--- src/rtl/cordic_pkg.sv ---
// ============================================================================
//  Module      : cordic_pkg
//  Description : Shared constants for the CORDIC rotation pipeline.
//                Angles are two's-complement with 14 fractional bits, so
//                the LSB weighs 2^-14 rad. A full angle is ANGLE_BITS+1
//                bits wide (sign plus ANGLE_BITS magnitude bits).
//  Contents    : ANGLE_BITS, ANGLE_W, ANGLE_FRAC, PI, HALF_PI, TWO_PI
//  Revision    : 1.0 - initial release
// ============================================================================
`default_nettype none

package cordic_pkg;

    // Angle magnitude width; the signed angle is ANGLE_BITS+1 bits wide.
    localparam int ANGLE_BITS = 16;
    localparam int ANGLE_W    = ANGLE_BITS + 1;

    // Number of fractional bits in the angle format (LSB = 2^-14 rad).
    localparam int ANGLE_FRAC = 14;

    // Angles expressed in angle LSBs.
    localparam int PI         = 51472;
    localparam int HALF_PI    = 25736;
    localparam int TWO_PI     = 102944;

endpackage : cordic_pkg

`default_nettype wire

--- src/rtl/cordic_phase_gen_if.sv ---
// ============================================================================
//  Module      : cordic_phase_gen_if
//  Description : Configuration, request and output handshake bundle of the
//                CORDIC phase generator.
//  Signals     : cfg_we, cfg_clr, cfg_freq, cfg_phase  - configuration
//                en                                    - sample request
//                out_ready, out_valid, angle, flip     - output handshake
//  Modports    : master - drives config/requests, consumes output
//                slave  - the phase generator itself
//  Revision    : 1.0 - initial release
// ============================================================================
`default_nettype none

interface cordic_phase_gen_if
    import cordic_pkg::*;
#(
    parameter int BITS = ANGLE_BITS
);

    logic                cfg_we;
    logic                cfg_clr;
    logic signed [BITS:0] cfg_freq;
    logic signed [BITS:0] cfg_phase;
    logic                en;
    logic                out_ready;
    logic                out_valid;
    logic signed [BITS:0] angle;
    logic                flip;

    modport master (
        output cfg_we,
        output cfg_clr,
        output cfg_freq,
        output cfg_phase,
        output en,
        output out_ready,
        input  out_valid,
        input  angle,
        input  flip
    );

    modport slave (
        input  cfg_we,
        input  cfg_clr,
        input  cfg_freq,
        input  cfg_phase,
        input  en,
        input  out_ready,
        output out_valid,
        output angle,
        output flip
    );

endinterface : cordic_phase_gen_if

`default_nettype wire

--- src/rtl/cordic_quadrant_fold.sv ---
// ============================================================================
//  Module      : cordic_quadrant_fold
//  Description : Combinational quadrant fold. Maps an angle in [-PI, PI)
//                into the CORDIC convergence range [-HALF_PI, HALF_PI] by
//                shifting it by PI when it lies outside; the shift is
//                reported on flip so sine and cosine can be negated later.
//                Exactly +/-HALF_PI passes through unfolded.
//  Ports       : x      in  BITS+1 signed  angle in [-PI, PI)
//                angle  out BITS+1 signed  folded angle
//                flip   out 1              1 when a PI shift was applied
//  Revision    : 1.0 - initial release
// ============================================================================
`default_nettype none

module cordic_quadrant_fold #(
    parameter int BITS    = cordic_pkg::ANGLE_BITS,
    parameter int PI      = cordic_pkg::PI,
    parameter int HALF_PI = cordic_pkg::HALF_PI
) (
    input  wire logic signed [BITS:0] x,
    output logic signed [BITS:0]      angle,
    output logic                      flip
);

    import cordic_pkg::*;

    localparam logic signed [BITS:0] C_PI       = (BITS+1)'(PI);
    localparam logic signed [BITS:0] C_HALF_PI  = (BITS+1)'(HALF_PI);
    localparam logic signed [BITS:0] C_NHALF_PI = (BITS+1)'(-HALF_PI);

    // With x in [-PI, PI) both shifted results land inside (-PI/2, PI/2),
    // so the BITS+1 bit subtraction/addition cannot overflow.
    always_comb begin
        angle = x;
        flip  = 1'b0;
        if (x > C_HALF_PI) begin
            angle = x - C_PI;
            flip  = 1'b1;
        end else if (x < C_NHALF_PI) begin
            angle = x + C_PI;
            flip  = 1'b1;
        end
    end

endmodule : cordic_quadrant_fold

`default_nettype wire

--- src/rtl/cordic_phase_gen.sv ---
// ============================================================================
//  Module      : cordic_phase_gen
//  Description : Phase source for the CORDIC rotation pipeline. Accumulates
//                a frequency word into a phase wrapped to [-PI, PI), adds a
//                phase offset (also wrapped), then folds the result into
//                [-HALF_PI, HALF_PI] with a flip sideband. Three register
//                stages (accumulator/stage B/stage C) stall together under
//                the valid/ready output handshake.
//  Ports       : clk   in  1   clock, rising edge
//                rst   in  1   synchronous active-high reset
//                bus   slave   cordic_phase_gen_if (config, en, output)
//  Latency     : a request accepted in cycle k is valid in cycle k+2
//  Revision    : 1.0 - initial release
// ============================================================================
`default_nettype none

module cordic_phase_gen #(
    parameter int BITS    = cordic_pkg::ANGLE_BITS,
    parameter int PI      = cordic_pkg::PI,
    parameter int HALF_PI = cordic_pkg::HALF_PI
) (
    input  wire logic            clk,
    input  wire logic            rst,
    cordic_phase_gen_if.slave    bus
);

    import cordic_pkg::*;

    // Extended-width constants for the wrap comparison.
    localparam logic signed [BITS+1:0] C_PI_X     = (BITS+2)'(PI);
    localparam logic signed [BITS+1:0] C_NPI_X    = (BITS+2)'(-PI);
    // Angle-width constants. 2*PI does not fit BITS+1 bits, but the wrapped
    // result always does, so subtracting its truncated pattern modulo
    // 2^(BITS+1) yields the exact wrapped value.
    localparam logic signed [BITS:0]   C_PI_A     = (BITS+1)'(PI);
    localparam logic signed [BITS:0]   C_NPI_A    = (BITS+1)'(-PI);
    localparam logic signed [BITS:0]   C_TWO_PI_A = (BITS+1)'(2 * PI);

    // ------------------------------------------------------------------
    // State
    // ------------------------------------------------------------------
    logic signed [BITS:0] r_freq;
    logic signed [BITS:0] r_off;
    logic signed [BITS:0] r_acc;
    logic signed [BITS:0] r_sum;
    logic                 r_vb;
    logic signed [BITS:0] r_angle;
    logic                 r_flip;
    logic                 r_out_valid;

    // ------------------------------------------------------------------
    // Combinational datapath
    // ------------------------------------------------------------------
    logic                   w_adv;
    logic signed [BITS+1:0] w_acc_sum;
    logic signed [BITS:0]   w_acc_wrap;
    logic signed [BITS+1:0] w_off_sum;
    logic signed [BITS:0]   w_off_wrap;
    logic signed [BITS:0]   w_freq_sat;
    logic signed [BITS:0]   w_phase_sat;
    logic signed [BITS:0]   w_fold_angle;
    logic                   w_fold_flip;

    // The whole pipeline moves only when the output slot is free or drained.
    assign w_adv = !r_out_valid || bus.out_ready;

    // Next accumulator value: acc + freq wrapped into [-PI, PI).
    always_comb begin
        w_acc_sum  = {r_acc[BITS], r_acc} + {r_freq[BITS], r_freq};
        w_acc_wrap = w_acc_sum[BITS:0];
        if (w_acc_sum >= C_PI_X) begin
            w_acc_wrap = w_acc_sum[BITS:0] - C_TWO_PI_A;
        end else if (w_acc_sum < C_NPI_X) begin
            w_acc_wrap = w_acc_sum[BITS:0] + C_TWO_PI_A;
        end
    end

    // Offset phase for stage B: current acc + offset wrapped into [-PI, PI).
    always_comb begin
        w_off_sum  = {r_acc[BITS], r_acc} + {r_off[BITS], r_off};
        w_off_wrap = w_off_sum[BITS:0];
        if (w_off_sum >= C_PI_X) begin
            w_off_wrap = w_off_sum[BITS:0] - C_TWO_PI_A;
        end else if (w_off_sum < C_NPI_X) begin
            w_off_wrap = w_off_sum[BITS:0] + C_TWO_PI_A;
        end
    end

    // Configuration words are clamped to [-PI, PI] so the single-step wrap
    // above is always sufficient.
    always_comb begin
        w_freq_sat = bus.cfg_freq;
        if (bus.cfg_freq > C_PI_A) begin
            w_freq_sat = C_PI_A;
        end else if (bus.cfg_freq < C_NPI_A) begin
            w_freq_sat = C_NPI_A;
        end
    end

    always_comb begin
        w_phase_sat = bus.cfg_phase;
        if (bus.cfg_phase > C_PI_A) begin
            w_phase_sat = C_PI_A;
        end else if (bus.cfg_phase < C_NPI_A) begin
            w_phase_sat = C_NPI_A;
        end
    end

    cordic_quadrant_fold #(
        .BITS    (BITS),
        .PI      (PI),
        .HALF_PI (HALF_PI)
    ) u_fold (
        .x     (r_sum),
        .angle (w_fold_angle),
        .flip  (w_fold_flip)
    );

    // ------------------------------------------------------------------
    // Registers
    // ------------------------------------------------------------------
    always_ff @(posedge clk) begin
        if (rst) begin
            r_freq      <= '0;
            r_off       <= '0;
            r_acc       <= '0;
            r_sum       <= '0;
            r_vb        <= 1'b0;
            r_angle     <= '0;
            r_flip      <= 1'b0;
            r_out_valid <= 1'b0;
        end else begin
            // Loads ignore the stall; an advance in the same cycle still
            // sees the old values because they are read from the registers.
            if (bus.cfg_we) begin
                r_freq <= w_freq_sat;
                r_off  <= w_phase_sat;
            end

            if (w_adv) begin
                if (bus.en) begin
                    r_acc <= w_acc_wrap;
                    r_sum <= w_off_wrap;
                    r_vb  <= 1'b1;
                end else begin
                    r_vb  <= 1'b0;
                end
                r_angle     <= w_fold_angle;
                r_flip      <= w_fold_flip;
                r_out_valid <= r_vb;
            end

            // Clearing the accumulator overrides a simultaneous advance;
            // samples already in stages B/C are left alone.
            if (bus.cfg_we && bus.cfg_clr) begin
                r_acc <= '0;
            end
        end
    end

    assign bus.out_valid = r_out_valid;
    assign bus.angle     = r_angle;
    assign bus.flip      = r_flip;

endmodule : cordic_phase_gen

`default_nettype wire

--- src/flat_wrapper.sv ---
// flat-port wrapper written by rule: the top's interface ports become plain ports
module cordic_phase_gen_flat import cordic_pkg::*;
#(
    parameter int BITS    = cordic_pkg::ANGLE_BITS,
    parameter int PI      = cordic_pkg::PI,
    parameter int HALF_PI = cordic_pkg::HALF_PI
)
  (clk, rst, bus_cfg_we, bus_cfg_clr, bus_cfg_freq, bus_cfg_phase, bus_en, bus_out_ready, bus_out_valid, bus_angle, bus_flip);
  cordic_phase_gen_if #(.BITS(BITS)) bus_i ();
  input  wire logic clk;
  input  wire logic rst;
  input wire logic [$bits(bus_i.cfg_we)-1:0] bus_cfg_we;
  input wire logic [$bits(bus_i.cfg_clr)-1:0] bus_cfg_clr;
  input wire logic [$bits(bus_i.cfg_freq)-1:0] bus_cfg_freq;
  input wire logic [$bits(bus_i.cfg_phase)-1:0] bus_cfg_phase;
  input wire logic [$bits(bus_i.en)-1:0] bus_en;
  input wire logic [$bits(bus_i.out_ready)-1:0] bus_out_ready;
  output wire logic [$bits(bus_i.out_valid)-1:0] bus_out_valid;
  output wire logic [$bits(bus_i.angle)-1:0] bus_angle;
  output wire logic [$bits(bus_i.flip)-1:0] bus_flip;
  assign bus_i.cfg_we = bus_cfg_we;
  assign bus_i.cfg_clr = bus_cfg_clr;
  assign bus_i.cfg_freq = bus_cfg_freq;
  assign bus_i.cfg_phase = bus_cfg_phase;
  assign bus_i.en = bus_en;
  assign bus_i.out_ready = bus_out_ready;
  assign bus_out_valid = bus_i.out_valid;
  assign bus_angle = bus_i.angle;
  assign bus_flip = bus_i.flip;
  cordic_phase_gen #(.BITS(BITS), .PI(PI), .HALF_PI(HALF_PI)) u_core (.clk(clk), .rst(rst), .bus(bus_i));
endmodule
--- config.mk ---
export PLATFORM = sky130hd
export DESIGN_NAME = cordic_phase_gen_flat
export DESIGN_NICKNAME = d
export VERILOG_FILES = /design/src/rtl/cordic_pkg.sv /design/src/rtl/cordic_phase_gen_if.sv /design/src/rtl/cordic_quadrant_fold.sv /design/src/rtl/cordic_phase_gen.sv /design/src/flat_wrapper.sv
export SDC_FILE = /design/constraint.sdc
export NUM_CORES = 1
export LEC_CHECK = 0
export BUFFER_PORTS_ARGS = -buffer_cell sky130_fd_sc_hd__buf_2
export CAP_MARGIN = 20
export CORE_ASPECT_RATIO = 1.25
export CORE_MARGIN = 1
export CORE_UTILIZATION = 55
export DETAILED_ROUTE_END_ITERATION = 8
export GPL_ROUTABILITY_DRIVEN = 0
export PLACE_DENSITY = 0.83
export SYNTH_ARGS = -nofsm -noshare
export SYNTH_HDL_FRONTEND = slang
export SYNTH_HIERARCHICAL = 1
export SYNTH_SLANG_ARGS = --single-unit
export TNS_END_PERCENT = 100
--- constraint.sdc ---
create_clock -name clk -period 3.62 [get_ports clk]
set_input_delay 0.905 -clock clk [delete_from_list [all_inputs] [get_ports clk]]
set_output_delay 0.905 -clock clk [all_outputs]
set_load 0.01 [all_outputs]
==> impl_metrics.ini <==
[worst_setup_path]
worstSetupEndpointType = flip-flop
required_ps = 3860
cp.arrival_ps = 3710
critPathLaunchType = flip-flop
cp.buffers_inverters = 1
cp_top_family = compound AO/OA/AOI/OAI gates
slowest_delay_ps = 410
crit_chain = ha_1, fa_1, a21oi_2, o221ai_2, a41oi_1, o21ba_2, xor2_2, a31oi_1, o311ai_2, a21oi_1, buf_4, a22o_1, a221o_1
crit_fanout = 13
path_class = reg -> reg
slowest_stage = fa_1

[placed_design]
dp_cells = 1098
post-dp-hpwl_microns = 14100
place_area_sq_um = 7560
io_buffers = 58

[synth]
ys.flop_type = dfxtp_1
syn_area_per_cell_sq_um = 7.85
synth-seq-cells = 88
syn_nets = 973
ys_seq_area_share_pct = 25.2
synth_edf_count = 0
synth_cell_types = 92
syn_area_sq_um = 6980
synth_cells = 889
synth_warnings = 6
synthArstFlopShare_pct = 0

[sta]
fin_skew_ps = 8.21
min_period_ps = 3480
worst_pin_slew_ps = 717
setup_viol = 0
fin_crit_sh_pct = 96.0
hold_viol = 0
tns_ps = 0
fmax_mhz = 288
relSlewSlack_pct = 52.2
finalMaxSlewViolations = 0
rsz0062_at_grt = yes

[clock_tree]
cts_buffer_depth = 2
ctsHtreeMaxLevel = 3
clkTransAtPathRegs_ps = 70
cts_root_buffer = clkbuf_16
numCtsBuffers = 9
clock_latency_ps = 350
cts_tree = yes
cts.sinks = 88

[pwr]
p_switching_uw = 1530
internal-power_uw = 2370
max-vdd-ir-drop_v = 0.000231
clockPowerShare_pct = 25.0
p_leak_uw = 0.00326
pwr-share-comb_pct = 43.3
swShare_pct = 39.2
seqPwrFrac_pct = 31.7
cellPowerDensity_nw_per_um2 = 485

[route]
firstDrtPassIters = 5
drt_wl_total_microns = 18900
wl_per_cell_microns = 16.9
drc = 0
vias = 7199
ant_nets = 0
drt_iter0_drc = 460
via_per_inst = 6.44

[finish]
stdcell_area_sq_um = 8060
mostFrequentLayoutCells = 94 x nand2_1, 86 x a21oi_1, 86 x dfxtp_1
final_common_cell = nand2_1
fin_cells = 1117
drive_gt1_share_pct = 20.1
nets = 1031
syn_to_final_growth_pct = 15.4

[floorplan]
coreArea_sq_um = 12300
fp.dieW_microns = 103
dieArea_sq_um = 13200
start_util_pct = 56.9
dieHeight_microns = 128
io_pins = 59
rows = 45

[global_route]
grt_max_degree = 69
grt_overflow = 0
track_usage_pct = 29.6
antenna_found_initial = 1
grt_pass1_vias = 6512
grt_pass1_wl_microns = 30900

[run]
max_cap_violations = 0

[worst_hold_path]
hold_class = reg -> reg

[status]
outcome = completed
cells in the mapped netlist (12+ instances only):
master	instances	area (sq um)
nand2_1	94	353
nor3_1	12	60.1
o21ai_0	16	80.1
inv_1	19	71.3
a31oi_1	12	75.1
a21oi_1	89	445
buf_2	12	60.1
a211oi_1	22	165
clkbuf_1	38	143
nor2_1	70	263
ha_1	42	526
nand3_1	32	160
nand2b_1	37	231
o211ai_1	21	158
a21o_1	13	97.6
xor2_1	17	149
dfxtp_1	88	1760
xnor2_1	29	254
area by class of cell:
type,count,area (sq um)
sequential,88,1760
inverter,22,82.6
tap,164,205
antenna,1,2.50
fill,1083,4220
timing repair buffer,106,651
clock inverter,6,72.6
clock buffer,10,239
multi-input combinational,720,5040
registers in the layout (all words and copies together), names as in the netlist:
register and flops:
u_core/r_sum 17, u_core/bus.angle 17, u_core/r_vb 1, u_core/bus.out_valid 1
u_core/r_off 17, u_core/r_freq 17, u_core/bus.flip 1, u_core/r_acc 17
power groups by stage:
stage / combinational [uW] / clock [uW] / sequential [uW]
2_1_floorplan: 1210 / 0 / 1180
3_3_place_gp: 1550 / 0 / 1250
3_5_place_dp: 1580 / 0 / 1250
4_1_cts: 1600 / 986 / 1230
5_1_grt: 1850 / 1030 / 1250
6_report: 1690 / 978 / 1240
final timing paths:
check / startpoint / endpoint / slack, ps / cells after the start
worst max-delay path: u_core/r_acc[0] / u_core/r_acc[8] / 140 / 13
worst min register to register: u_core/bus.angle[3] / u_core/bus.angle[3] / 450 / 2
worst max register to register: u_core/r_acc[0] / u_core/r_acc[8] / 140 / 13
worst min-delay path: u_core/bus.angle[3] / u_core/bus.angle[3] / 450 / 2
tightest hold or removal path, stage by stage (launching register included):
cell,delay (ps)
dfxtp_1,310
nand2_1,50
a21oi_1,50
kinds of logic (layout without fill, tap and decap cells):
| family | count (synthesis) | count (layout) | synth area share [%] |
|---|---|---|---|
| XOR/XNOR | 48 | 48 | 6.24 |
| AO/OA/AOI/OAI | 310 | 310 | 31.9 |
| buffers and inverters | 81 | 144 | 4.91 |
| flip-flops | 88 | 88 | 25.2 |
| adder cells (fa/ha/maj) | 44 | 44 | 8.10 |
| multiplexers | 9 | 9 | 1.54 |
| other | 0 | 1 | 0 |
| AND/OR/NAND/NOR | 309 | 309 | 22.1 |
per-stage QoR:
stage / worst slack [ps] / power, uW / hold WS, ps / util, %
floorplan: 153 / 2380 / 437 / -
global placement: 126 / 2800 / 435 / 61.6
detailed placement: 37.6 / 2830 / 444 / 61.6
CTS: 24.0 / 3820 / 451 / 64.2
global route: -45.5 / 4140 / 475 / 65.6
finish: 144 / 3900 / 445 / 65.6
repair_timing:
item / 4_1_cts / 5_1_grt
setup buffers: 0 / 2
endpoints found under the setup margin: 0 / 21
hold buffers: 0 / 0
gates resized for setup: 0 / 33
layer usage:
metal,wire [microns],vias up,global-route usage (%)
li1,-,3467,-
met1,7490,3376,35.3
met2,9620,287,52.2
met3,1080,69,3.49
met4,715,0,13.7
met5,0,-,0
Power figures use the tool's default switching activity.
